### config.mk
export PLATFORM = sky130hd
export DESIGN_NAME = serial_adder
export DESIGN_NICKNAME = d
export VERILOG_FILES = /design/src/rtl/serial_adder_pkg.sv /design/src/rtl/fadd.sv /design/src/rtl/serial_adder.sv
export SDC_FILE = /design/constraint.sdc
export NUM_CORES = 1
export LEC_CHECK = 0
export CORE_UTILIZATION = 30
export CTS_CLUSTER_DIAMETER = 40
export DETAILED_ROUTE_END_ITERATION = 7
export GPL_TIMING_DRIVEN = 0
export MAX_ROUTING_LAYER = met4
export PLACE_DENSITY = 0.61
export SYNTH_ARGS = -nofsm -noshare
export SYNTH_HDL_FRONTEND = slang
export SYNTH_HIERARCHICAL = 1
export SYNTH_SLANG_ARGS = --single-unit
export TNS_END_PERCENT = 100
### constraint.sdc
create_clock -name clk -period 1.5 [get_ports clk]
set_clock_uncertainty 0.15 [all_clocks]
set_input_delay 0.225 -clock clk [delete_from_list [all_inputs] [get_ports clk]]
set_output_delay 0.225 -clock clk [all_outputs]
set_load 0.01 [all_outputs]
### src/rtl/serial_adder_pkg.sv
// serial_adder_pkg: shared state encoding for the bit-serial adder
package serial_adder_pkg;
  localparam logic [1:0] IDLE = 2'd0;
  localparam logic [1:0] RUN  = 2'd1;
  localparam logic [1:0] DONE = 2'd2;
endpackage

### src/rtl/fadd.sv
// fadd: one-bit full-adder cell
module fadd (
  input  logic a,
  input  logic b,
  input  logic cin,
  output logic s,
  output logic cout
);
  assign s    = a ^ b ^ cin;
  assign cout = (a & b) | (a & cin) | (b & cin);
endmodule

### src/rtl/serial_adder.sv
// serial_adder: LSB-first bit-serial adder around a single fadd cell;
// define SERIAL_ADDER_OVF_EN to add the signed-overflow output ovf.
module serial_adder
  import serial_adder_pkg::*;
#(
  parameter int WIDTH = 8
) (
  input  logic             clk,
  input  logic             rst,
  input  logic             in_valid,
  output logic             in_ready,
  input  logic [WIDTH-1:0] a,
  input  logic [WIDTH-1:0] b,
  input  logic             cin,
  output logic             out_valid,
  input  logic             out_ready,
  output logic [WIDTH-1:0] sum,
  output logic             cout
`ifdef SERIAL_ADDER_OVF_EN
  ,
  output logic             ovf
`endif
);
  localparam int CW = $clog2(WIDTH) + 1;
  logic [1:0] state, state_nxt;
  logic [WIDTH-1:0] a_sh, b_sh, sum_sh;
  logic [CW-1:0] cnt;
  logic carry, cout_r, s, c, last;
  fadd u_fadd (.a(a_sh[0]), .b(b_sh[0]), .cin(carry), .s(s), .cout(c));
  assign last = cnt == CW'(WIDTH - 1);
  always_ff @(posedge clk or posedge rst)
    if (rst) state <= IDLE;
    else     state <= state_nxt;
  always_comb
    state_nxt = state == IDLE ? (in_valid ? RUN : IDLE) :
                state == RUN  ? (last ? DONE : RUN) :
                state == DONE ? (out_ready ? IDLE : DONE) : IDLE;
  always_comb begin
    in_ready  = state == IDLE;
    out_valid = state == DONE;
    sum       = sum_sh;
    cout      = cout_r;
  end
  // cout is captured separately so carry can be reloaded without disturbing it
  always_ff @(posedge clk or posedge rst)
    if (rst) begin
      a_sh   <= '0;
      b_sh   <= '0;
      sum_sh <= '0;
      carry  <= 1'b0;
      cout_r <= 1'b0;
      cnt    <= '0;
    end else if (state == IDLE && in_valid) begin
      a_sh  <= a;
      b_sh  <= b;
      carry <= cin;
      cnt   <= '0;
    end else if (state == RUN) begin
      a_sh   <= a_sh >> 1;
      b_sh   <= b_sh >> 1;
      sum_sh <= (sum_sh >> 1) | (WIDTH'(s) << (WIDTH - 1));
      carry  <= c;
      cnt    <= cnt + CW'(1);
      if (last) cout_r <= c;
    end
`ifdef SERIAL_ADDER_OVF_EN
  always_ff @(posedge clk or posedge rst)
    if (rst)                       ovf <= 1'b0;
    else if (state == RUN && last) ovf <= carry ^ c;
`endif
endmodule

==> results_dict.tcl, run 1 <==
set metrics [dict create \
    status "finished, final reports clean" \
    grt_pass1_wl_mm 4.95 \
    synth_warnings 6 \
    syn2layout_area_growth_pct 43.8 \
    relSlewSlack_pct 53.9 \
    cp-start-kind "register" \
    antenna_found_initial 0 \
    layout_worst_path_cycle_share_pct 97.8 \
    clk_latency_ns 0.29 \
    grt_start_max_net_pins 33 \
    fmax_mhz 681 \
    cts-root-buf "clkbuf_8" \
    antenna_cells 0 \
    n_fill_cell 441 \
    rows 24 \
    end_kind "primary output" \
    ios 32 \
    nets 207 \
    synth_area_leader_cell "dfrtp_1" \
    cts_buffers 5 \
    core_area_sq_um 4380 \
    instances_no_fill 237 \
    finalWirelength_mm 2.94 \
    criticalPathCategory "register to primary output" \
    fin_crit_ns 1.47 \
    synth.area.top_cells "dfrtp_1 58%, nand2_1 17%, a22oi_1 8.2%" \
    ant_nets 0 \
    grtUsageMet3_pct 4.07 \
    reg2reg_to "b_sh[4]" \
    syn_area_sq_um 1380 \
    whs_ns 0.237 \
    finalHoldViolCount 0 \
    route.detailed.drc 0 \
    grt_pass1_vias 1128 \
    clockBufferDepth 2 \
    busiest_layer "met2" \
    avgRoutedWirePerCell_microns 12.4 \
    use_met2_pct 21.5 \
    cap_violations 0 \
    clk_pin_slew_ns 0.07 \
    synth_cell_types 24 \
    track_usage_pct 13.7 \
    synth-seq-area-share_pct 58.2 \
    tightest_slew_ns 0.690 \
    syn_nets 165 \
    dp_hpwl_mm 1.93 \
    vdd_drop_max_v 0.000874 \
    vias_per_cell 4.67 \
    syn_area_per_cell_sq_um 9.69 \
    hold_path_class "primary input to asynchronous set/reset pin" \
    place.gp.congestion 0.671 \
    die_area_sq_um 4860 \
    vias 1107 \
    die_h_microns 69.7 \
    synth_top_area_share_pct 58.2 \
    cts.sinks 32 \
    ys_seq_elements 32 \
    ctsHoldBuffers 0 \
    p_leak_nw 0.966 \
    synthCells 142 \
    ff2ff_path_depth 6 \
    first_pass_iters 4 \
    overflow 0 \
    drt_iter0_drc 40 \
    setup_viol 0 \
    die_w_microns 69.7 \
    htree_num_levels 2 \
    cts_tree "built" \
    cp_max_fo 6 \
    use_met1_pct 16.5 \
    initial_core_util_pct 31.4 \
    drive_above_1_share_pct 21.6 \
    dp.cells 225 \
    numPortBuffers 31 \
    cp_data_required_time_ns 1.12 \
    crit_arrival_ns 1.09 \
    r2r-start "state[0]" \
    r2r_slack_ns 0.05 \
    p_per_area_nw_per_um2 2020 \
    maxSlewViolCount 0 \
]
==> power by group <==
group | leakage, nW | internal, W | total (W) | switching [W]
clock | 0.0552 | 0.000493 | 0.000814 | 0.000321
combinational | 0.503 | 0.000847 | 0.00170 | 0.000855
sequential | 0.409 | 0.00123 | 0.00148 | 0.000253
total | 0.966 | 0.00257 | 0.00400 | 0.00143
==> metal layers <==
| metal | wire (microns) | vias to the layer above | part of all wire, % |
|---|---|---|---|
| met5 | 0 | - | 0 |
| met4 | 60 | 0 | 2.0 |
| met3 | 110 | 6 | 3.7 |
| met2 | 1370 | 25 | 47 |
| met1 | 1400 | 522 | 48 |
| li1 | - | 554 | - |
==> cells in the final DEF (no fill, tap or decap), types with 2 or more instances in the layout <==
cell type and count:
nand2_2 2, buf_6 2, buf_2 2, buf_4 5
a21oi_1 2, dlygate4sd2_1 9, clkdlybuf4s50_1 20, nand2_1 61
dfrtp_1 31, a22oi_1 4, nand2b_1 2, o21ai_0 5
clkbuf_8 5, inv_1 2, a22oi_2 11
==> Yosys cell counts (all sizes together) <==
| master | number |
|---|---|
| ha | 1 |
| nand2 | 63 |
| nor3b | 1 |
| dfrtp | 32 |
| mux2 | 1 |
| nand3 | 1 |
| and3b | 1 |
| buf | 7 |
| fa | 1 |
| o21ai | 6 |
| o21ba | 1 |
| o22ai | 1 |
| nor2b | 1 |
| nor2 | 1 |
| inv | 3 |
| o21bai | 2 |
| a22oi | 15 |
| nand2b | 2 |
| a21oi | 2 |
==> cells by family (layout without fill, tap and decap cells) <==
family / after synthesis / in the layout / share of synthesized area (%)
compound gates: 27 / 27 / 13.6
fa+ha+maj: 2 / 2 / 2.36
buf+inv: 10 / 53 / 4.18
flops: 32 / 32 / 58.2
mux: 1 / 1 / 1.09
simple gates: 70 / 70 / 20.5
==> timing repair <==
item | CTS | global route
cloned | 0 | 1
pin swaps | 0 | 8
hold endpoints to repair | 0 | 0
resized for setup | 14 | 30
endpoints found under the setup margin | 44 | 21
setup buffers | 2 | 2
==> cell type report <==
type	count	area (sq um)	area share, %
clock buffer	6	72.6	3.67
multi-input combinational	100	598	30.2
tap	52	65.1	3.29
inverter	3	15.0	0.759
sequential	32	802	40.5
buffer	6	58.8	2.97
timing repair buffer	36	333	16.8
clock inverter	2	35.0	1.77
==> worst max path at each step <==
stage	startpoint	slack [ns]	endpoint	cells after the start
floorplan	cnt[0]	0.09	cout	4
global placement	rst	-0.39	a_sh[6]	2
detailed placement	rst	-0.36	a_sh[6]	2
CTS	state[0]	-0.05	a_sh[7]	4
global route	state[1]	-0.002	in_ready	2
finish	state[1]	0.03	in_ready	2
==> stage by stage <==
| step | utilization, % | setup WS (ns) | power, W | area, sq um | TNS [ns] |
|---|---|---|---|---|---|
| after CTS | 42.6 | -0.0480 | 0.00374 | 1870 | -0.670 |
| after global placement | 40.0 | -0.389 | 0.00291 | 1750 | -16.33 |
| after global routing | 45.1 | -0.00171 | 0.00431 | 1980 | -0.00328 |
| after floorplan | - | 0.0933 | 0.00240 | 1380 | 0 |
| final | 45.1 | 0.0326 | 0.00400 | 1980 | 0 |
| after detailed placement | 40.0 | -0.363 | 0.00296 | 1750 | -15.77 |
==> sequential cells by signal (all words and copies together), names as in the netlist <==
name	cells
cnt	4
cout	1
sum	8
state	2
b_sh	8
a_sh	8
carry	1
==> critical path: stages, from the launching register on <==
cell             delay (ns)
dfrtp_2                0.46
nor2_1                 0.10
clkdlybuf4s15_1        0.25
Power figures use the tool's default switching activity.
==> run 2, diff against run 1 <==
--- a/config.mk
+++ b/config.mk
@@ -5,6 +5,7 @@
 export SDC_FILE = /design/constraint.sdc
 export NUM_CORES = 1
 export LEC_CHECK = 0
+export CAP_MARGIN = 20
 export CORE_UTILIZATION = 30
 export CTS_CLUSTER_DIAMETER = 40
 export DETAILED_ROUTE_END_ITERATION = 7
==> results_dict.tcl, run 2 (same netlist as run 1, synthesis figures left out) <==
set metrics [dict create \
    status "finished, final reports clean" \
    overflow 0 \
    clockBufferDepth 2 \
    ant_nets 0 \
    mostFrequentLayoutCell "nand2_1" \
    relSlewSlack_pct 51.2 \
    cp-start-kind "register" \
    ff2ff_path_depth 6 \
    finalWirelength_mm 2.90 \
    die_w_microns 69.7 \
    criticalPathCategory "register to register" \
    track_usage_pct 13.6 \
    p_comb_share_pct 43.6 \
    cp_data_required_time_ns 1.52 \
    instances_no_fill 238 \
    syn2layout_area_growth_pct 47.0 \
    cts_buffers 5 \
    place.gp.congestion 0.671 \
    vias 1103 \
    fin_crit_ns 1.47 \
    crit_arrival_ns 1.49 \
    fmax_mhz 681 \
    dp.cells 226 \
    clk_pin_slew_ns 0.07 \
    clockPowerShare_pct 20.0 \
    layout_worst_path_cycle_share_pct 97.9 \
    p_int_w 0.00263 \
    switchingPower_w 0.00143 \
    r2r-start "state[0]" \
    p_leak_nw 1.01 \
    cp_max_fo 6 \
    startpoint "state[0]" \
    p_per_area_nw_per_um2 2010 \
    drive_above_1_share_pct 21.0 \
    grt_start_max_net_pins 18 \
    rsz0062_at_grt "yes" \
    layout_common_cells "62 x nand2_1, 31 x dfrtp_1, 20 x clkdlybuf4s50_1" \
    cts.sinks 32 \
    cap_violations 0 \
    grt_pass1_wl_mm 4.93 \
    cts-root-buf "clkbuf_8" \
    reg2reg_to "b_sh[4]" \
    end_kind "register" \
    avgRoutedWirePerCell_microns 12.2 \
    maxSlewViolCount 0 \
    tightest_slew_ns 0.731 \
    vdd_drop_max_v 0.000794 \
    clk_latency_ns 0.28 \
    finalHoldViolCount 0 \
    critical_path.endpoint "b_sh[4]" \
    ios 32 \
    first_pass_iters 4 \
    cts_tree "built" \
    vias_per_cell 4.63 \
    switching_share_pct 35.2 \
    core_area_sq_um 4380 \
    nets 208 \
    die_h_microns 69.7 \
    initial_core_util_pct 31.4 \
    dp_hpwl_mm 1.97 \
    antenna_found_initial 0 \
    numPortBuffers 31 \
    die_area_sq_um 4860 \
    drt_iter0_drc 64 \
    hold_path_class "primary input to asynchronous set/reset pin" \
    setup_viol 0 \
    rows 24 \
    r2r_slack_ns 0.03 \
    antenna_cells 0 \
    route.detailed.drc 0 \
    whs_ns 0.210 \
    utilization_pct 46.1 \
    power_frac_seq_pct 36.4 \
    grt_pass1_vias 1098 \
    htree_num_levels 2 \
]
==> run 2: cell types whose count changed in the layout (fill, tap and decap cells not counted), sizes merged <==
cell,change
inv,+1
clkdlybuf4s15,-1
clkinvlp,-1
clkbuf,+2
==> run 2: how the worst min path moves through the flow <==
stage          cells after the start  slack, ns        to       from
2_1_floorplan                      1       0.18  state[1]  out_ready
3_3_place_gp                       2       0.31   b_sh[1]    b_sh[1]
3_5_place_dp                       2       0.32   a_sh[1]    a_sh[1]
4_1_cts                            2       0.24   b_sh[1]        rst
5_1_grt                            2       0.30   b_sh[1]        rst
6_report                           2       0.21   b_sh[1]        rst
==> run 2: critical path, cell delays in order (launching register included) <==
cell and delay (ns):
dfrtp_1 0.41, buf_6 0.14, nor2b_4 0.13, buf_8 0.14, clkbuf_16 0.16, a22oi_2 0.15, nand2_1 0.07
==> run 2: per-layer routing <==
layer / up-vias / part of all wire (%) / track usage [%]
li1: 554 / - / -
met1: 517 / 48 / 16.5
met2: 27 / 46 / 20.9
met3: 5 / 4.6 / 4.80
met4: 0 / 1.5 / 5.33
met5: - / 0 / -
==> run 2: what timing repair did <==
| action | CTS | global route |
|---|---|---|
| buffers inserted | 2 | 0 |
| hold endpoints to repair | 0 | 0 |
| resized for setup | 13 | 30 |
| gates cloned | 0 | 2 |
| endpoints found under the setup margin | 12 | 21 |
| pin swaps | 0 | 11 |
| hold buffers | 0 | 0 |
==> run 2: area by class of cell <==
type,instances,area [sq um]
Clock buffer,6,72.6
Sequential cell,32,802
Buffer,7,73.8
Fill cell,442,2360
Multi-Input combinational cell,100,598
Timing Repair Buffer,36,365
Clock inverter,2,35.0
Inverter,3,11.3
Tap cell,52,65.1
==> run 2: stage by stage <==
step | total power, W | TNS [ns] | setup slack (ns) | cell area [sq um]
global placement | 0.00291 | -16.33 | -0.389 | 1750
CTS | 0.00374 | -0.957 | -0.0631 | 1890
detailed placement | 0.00296 | -4.18 | -0.239 | 1780
floorplan | 0.00240 | 0 | 0.0933 | 1380
global route | 0.00439 | -0.110 | -0.0253 | 2020
finish | 0.00406 | 0 | 0.0314 | 2020
==> run 2: power by group through the flow <==
stage	clock network [W]	registers [W]	logic [W]
6_report	0.000813	0.00148	0.00177
4_1_cts	0.000827	0.00146	0.00145
2_1_floorplan	0	0.00148	0.000924
3_5_place_dp	0	0.00149	0.00148
5_1_grt	0.000876	0.00153	0.00198
3_3_place_gp	0	0.00148	0.00143
==> edit: new RTL, config.mk and constraints of run 2 <==
Change the parameter `WIDTH` from 8 to 4.
--- a/src/rtl/serial_adder.sv
+++ b/src/rtl/serial_adder.sv
@@ -3,7 +3,7 @@
 module serial_adder
   import serial_adder_pkg::*;
 #(
-  parameter int WIDTH = 8
+  parameter int WIDTH = 4
 ) (
   input  logic             clk,
   input  logic             rst,
Interface: changed (resized a, b and sum); port bits go from 32 to 20. The function was not compared with the original's and may differ.
==> edit against run 2 <==
  * Cell area down 39%
  * Synthesized cell count down 39%
  * Wire length down 39%
  * Synthesized area down 32%
  * First-iteration DRC count down 72%
  * Hold slack worse by 0.020 ns
  * Power down 38%
  * Sequential cell count down 13
  * Maximum frequency down 1.2%
  * Setup slack worse by 0.017 ns
  * Clock power down 69%
  * Critical path type is now reg2out
  * Largest power group unchanged
==> edit: results (changes against run 2) <==
stage,metric,value,unit,change
clock_tree,clock root cell,clkbuf_4,,
yosys,Post-synth top cells,"dfrtp_1, nand2_1, nor3_1, nor2_1",,
cells_and_area,layout cell share with drive strength beyond 1,0.246,,+0.0359
cells_and_area,fillcell total,280,,-37%
detailed_routing,iteration-0 DRC count of the detailed router,18,,-72%
sta,max_slew headroom,0.516,,+0.00371
yosys,average size of a mapped cell,10.8,µm²,+12%
clock_tree,clk_lat worst skew,0.30,ns,+0.02 ns
status,status,completed,,
detailed_routing,post-DR vias/cell,4.94,,+6.5%
global_routing,largest net degree at the start of global routing,20,,+2
clock_tree,register clock-pin slew on the reported worst setup and hold paths,0.11,ns,+0.04 ns
worst_setup_path,worst-path fanout max,4,,-2
pwr,VDD IR-drop max,0.000790,V,-0.60%
place,dpl hpwl,1340,µm,-32%
detailed_routing,Routed Wire Length,1780,µm,-39%
clock_tree,Num CTS Buffers,3,,-2
detailed_routing,first-pass detailed-route iteration total,3,,-1
global_routing,vias in the first global route,709,,-35%
cells_and_area,Final #Nets,131,,-37%
yosys,register area share after synthesis,0.511,,-0.0704
yosys,synth unique cells,30,,+25%
global_routing,GRT Util Overall,0.126,,-0.0104
place,Inst Count DP,136,,-40%
global_routing,first-pass GRT wire length,3060,µm,-38%
yosys,syn_nets,102,,-38%
## edit: cell count changes after synthesis, moves of 4 or more
cell     before  now
nand2_1      62   13
a22oi_1      15    0
dfrtp_1      32   19
nor3_1        0    7
o21ai_0       5    0
nor2_1        1    5
## edit: layout make-up
type,count,share of cell area
Sequential cell,19,0.383
Tap cell,31,0.0313
Multi-Input combinational cell,59,0.343
Buffer,4,0.0282
Clock inverter,1,0.00403
Timing Repair Buffer,24,0.180
Clock buffer,3,0.0181
Inverter,4,0.0121
## edit: what timing repair did
action,4_1_cts,5_1_grt
endpoints found under the setup margin,7,4
buffers inserted,5,0
gates resized for setup,17,3
hold buffers,0,0
pin swaps,0,1
## edit: final timing paths
kind	startpoint	endpoint	slack, ns	cells past startpoint
max	state[0]	out_valid	0.01	4
min	rst	carry	0.19	2
max reg2reg	state[0]	a_sh[1]	0.03	5
min reg2reg	sum[0]	sum[0]	0.33	2
max in group asynchronous	rst	cnt[0]	0.54	2
min in group clk	out_ready	state[1]	0.32	2
## edit: kinds of logic (layout without fill, tap and decap cells)
| logic type | count (synthesis) | in the layout | share of synthesized area |
|---|---|---|---|
| compound gates | 15 | 15 | 0.129 |
| fa+ha+maj | 3 | 3 | 0.0484 |
| buf+inv | 8 | 36 | 0.0538 |
| flops | 19 | 19 | 0.511 |
| mux | 1 | 1 | 0.0161 |
| simple gates | 40 | 40 | 0.241 |
## edit: worst register-to-register path: cells and delay by family (launching register included)
family	cells	cell delay, ns
buffers and inverters	2	0.30
and+or+nand+nor	2	0.31
AOI/OAI and AO/OA	1	0.20
DFF	1	0.41
## edit: per-stage QoR
step | hold slack, ns | instance area (µm²) | TNS (ns)
finish | 0.190 | 1240 | 0
floorplan | 0.0261 | 930 | 0
global route | 0.272 | 1240 | -0.0900
global placement | 0.307 | 1160 | -1.03
CTS | 0.214 | 1220 | -0.00127
detailed placement | 0.317 | 1160 | -1.25
## edit: power by group through the flow
stage	clock network (W)	logic [W]	registers, W
5_1_grt	0.000290	0.00150	0.000934
6_report	0.000254	0.00134	0.000904
3_3_place_gp	0	0.00122	0.000914
3_5_place_dp	0	0.00126	0.000929
2_1_floorplan	0	0.000855	0.000924
4_1_cts	0.000270	0.00132	0.000902
## edit: routing by layer
metal / GRT usage / part of all wire / vias up
met4: 0.0306 / 0.0090 / 0
met2: 0.204 / 0.49 / 13
li1: - / - / 353
met5: - / 0 / -
met3: 0.0402 / 0.043 / 2
met1: 0.154 / 0.46 / 348
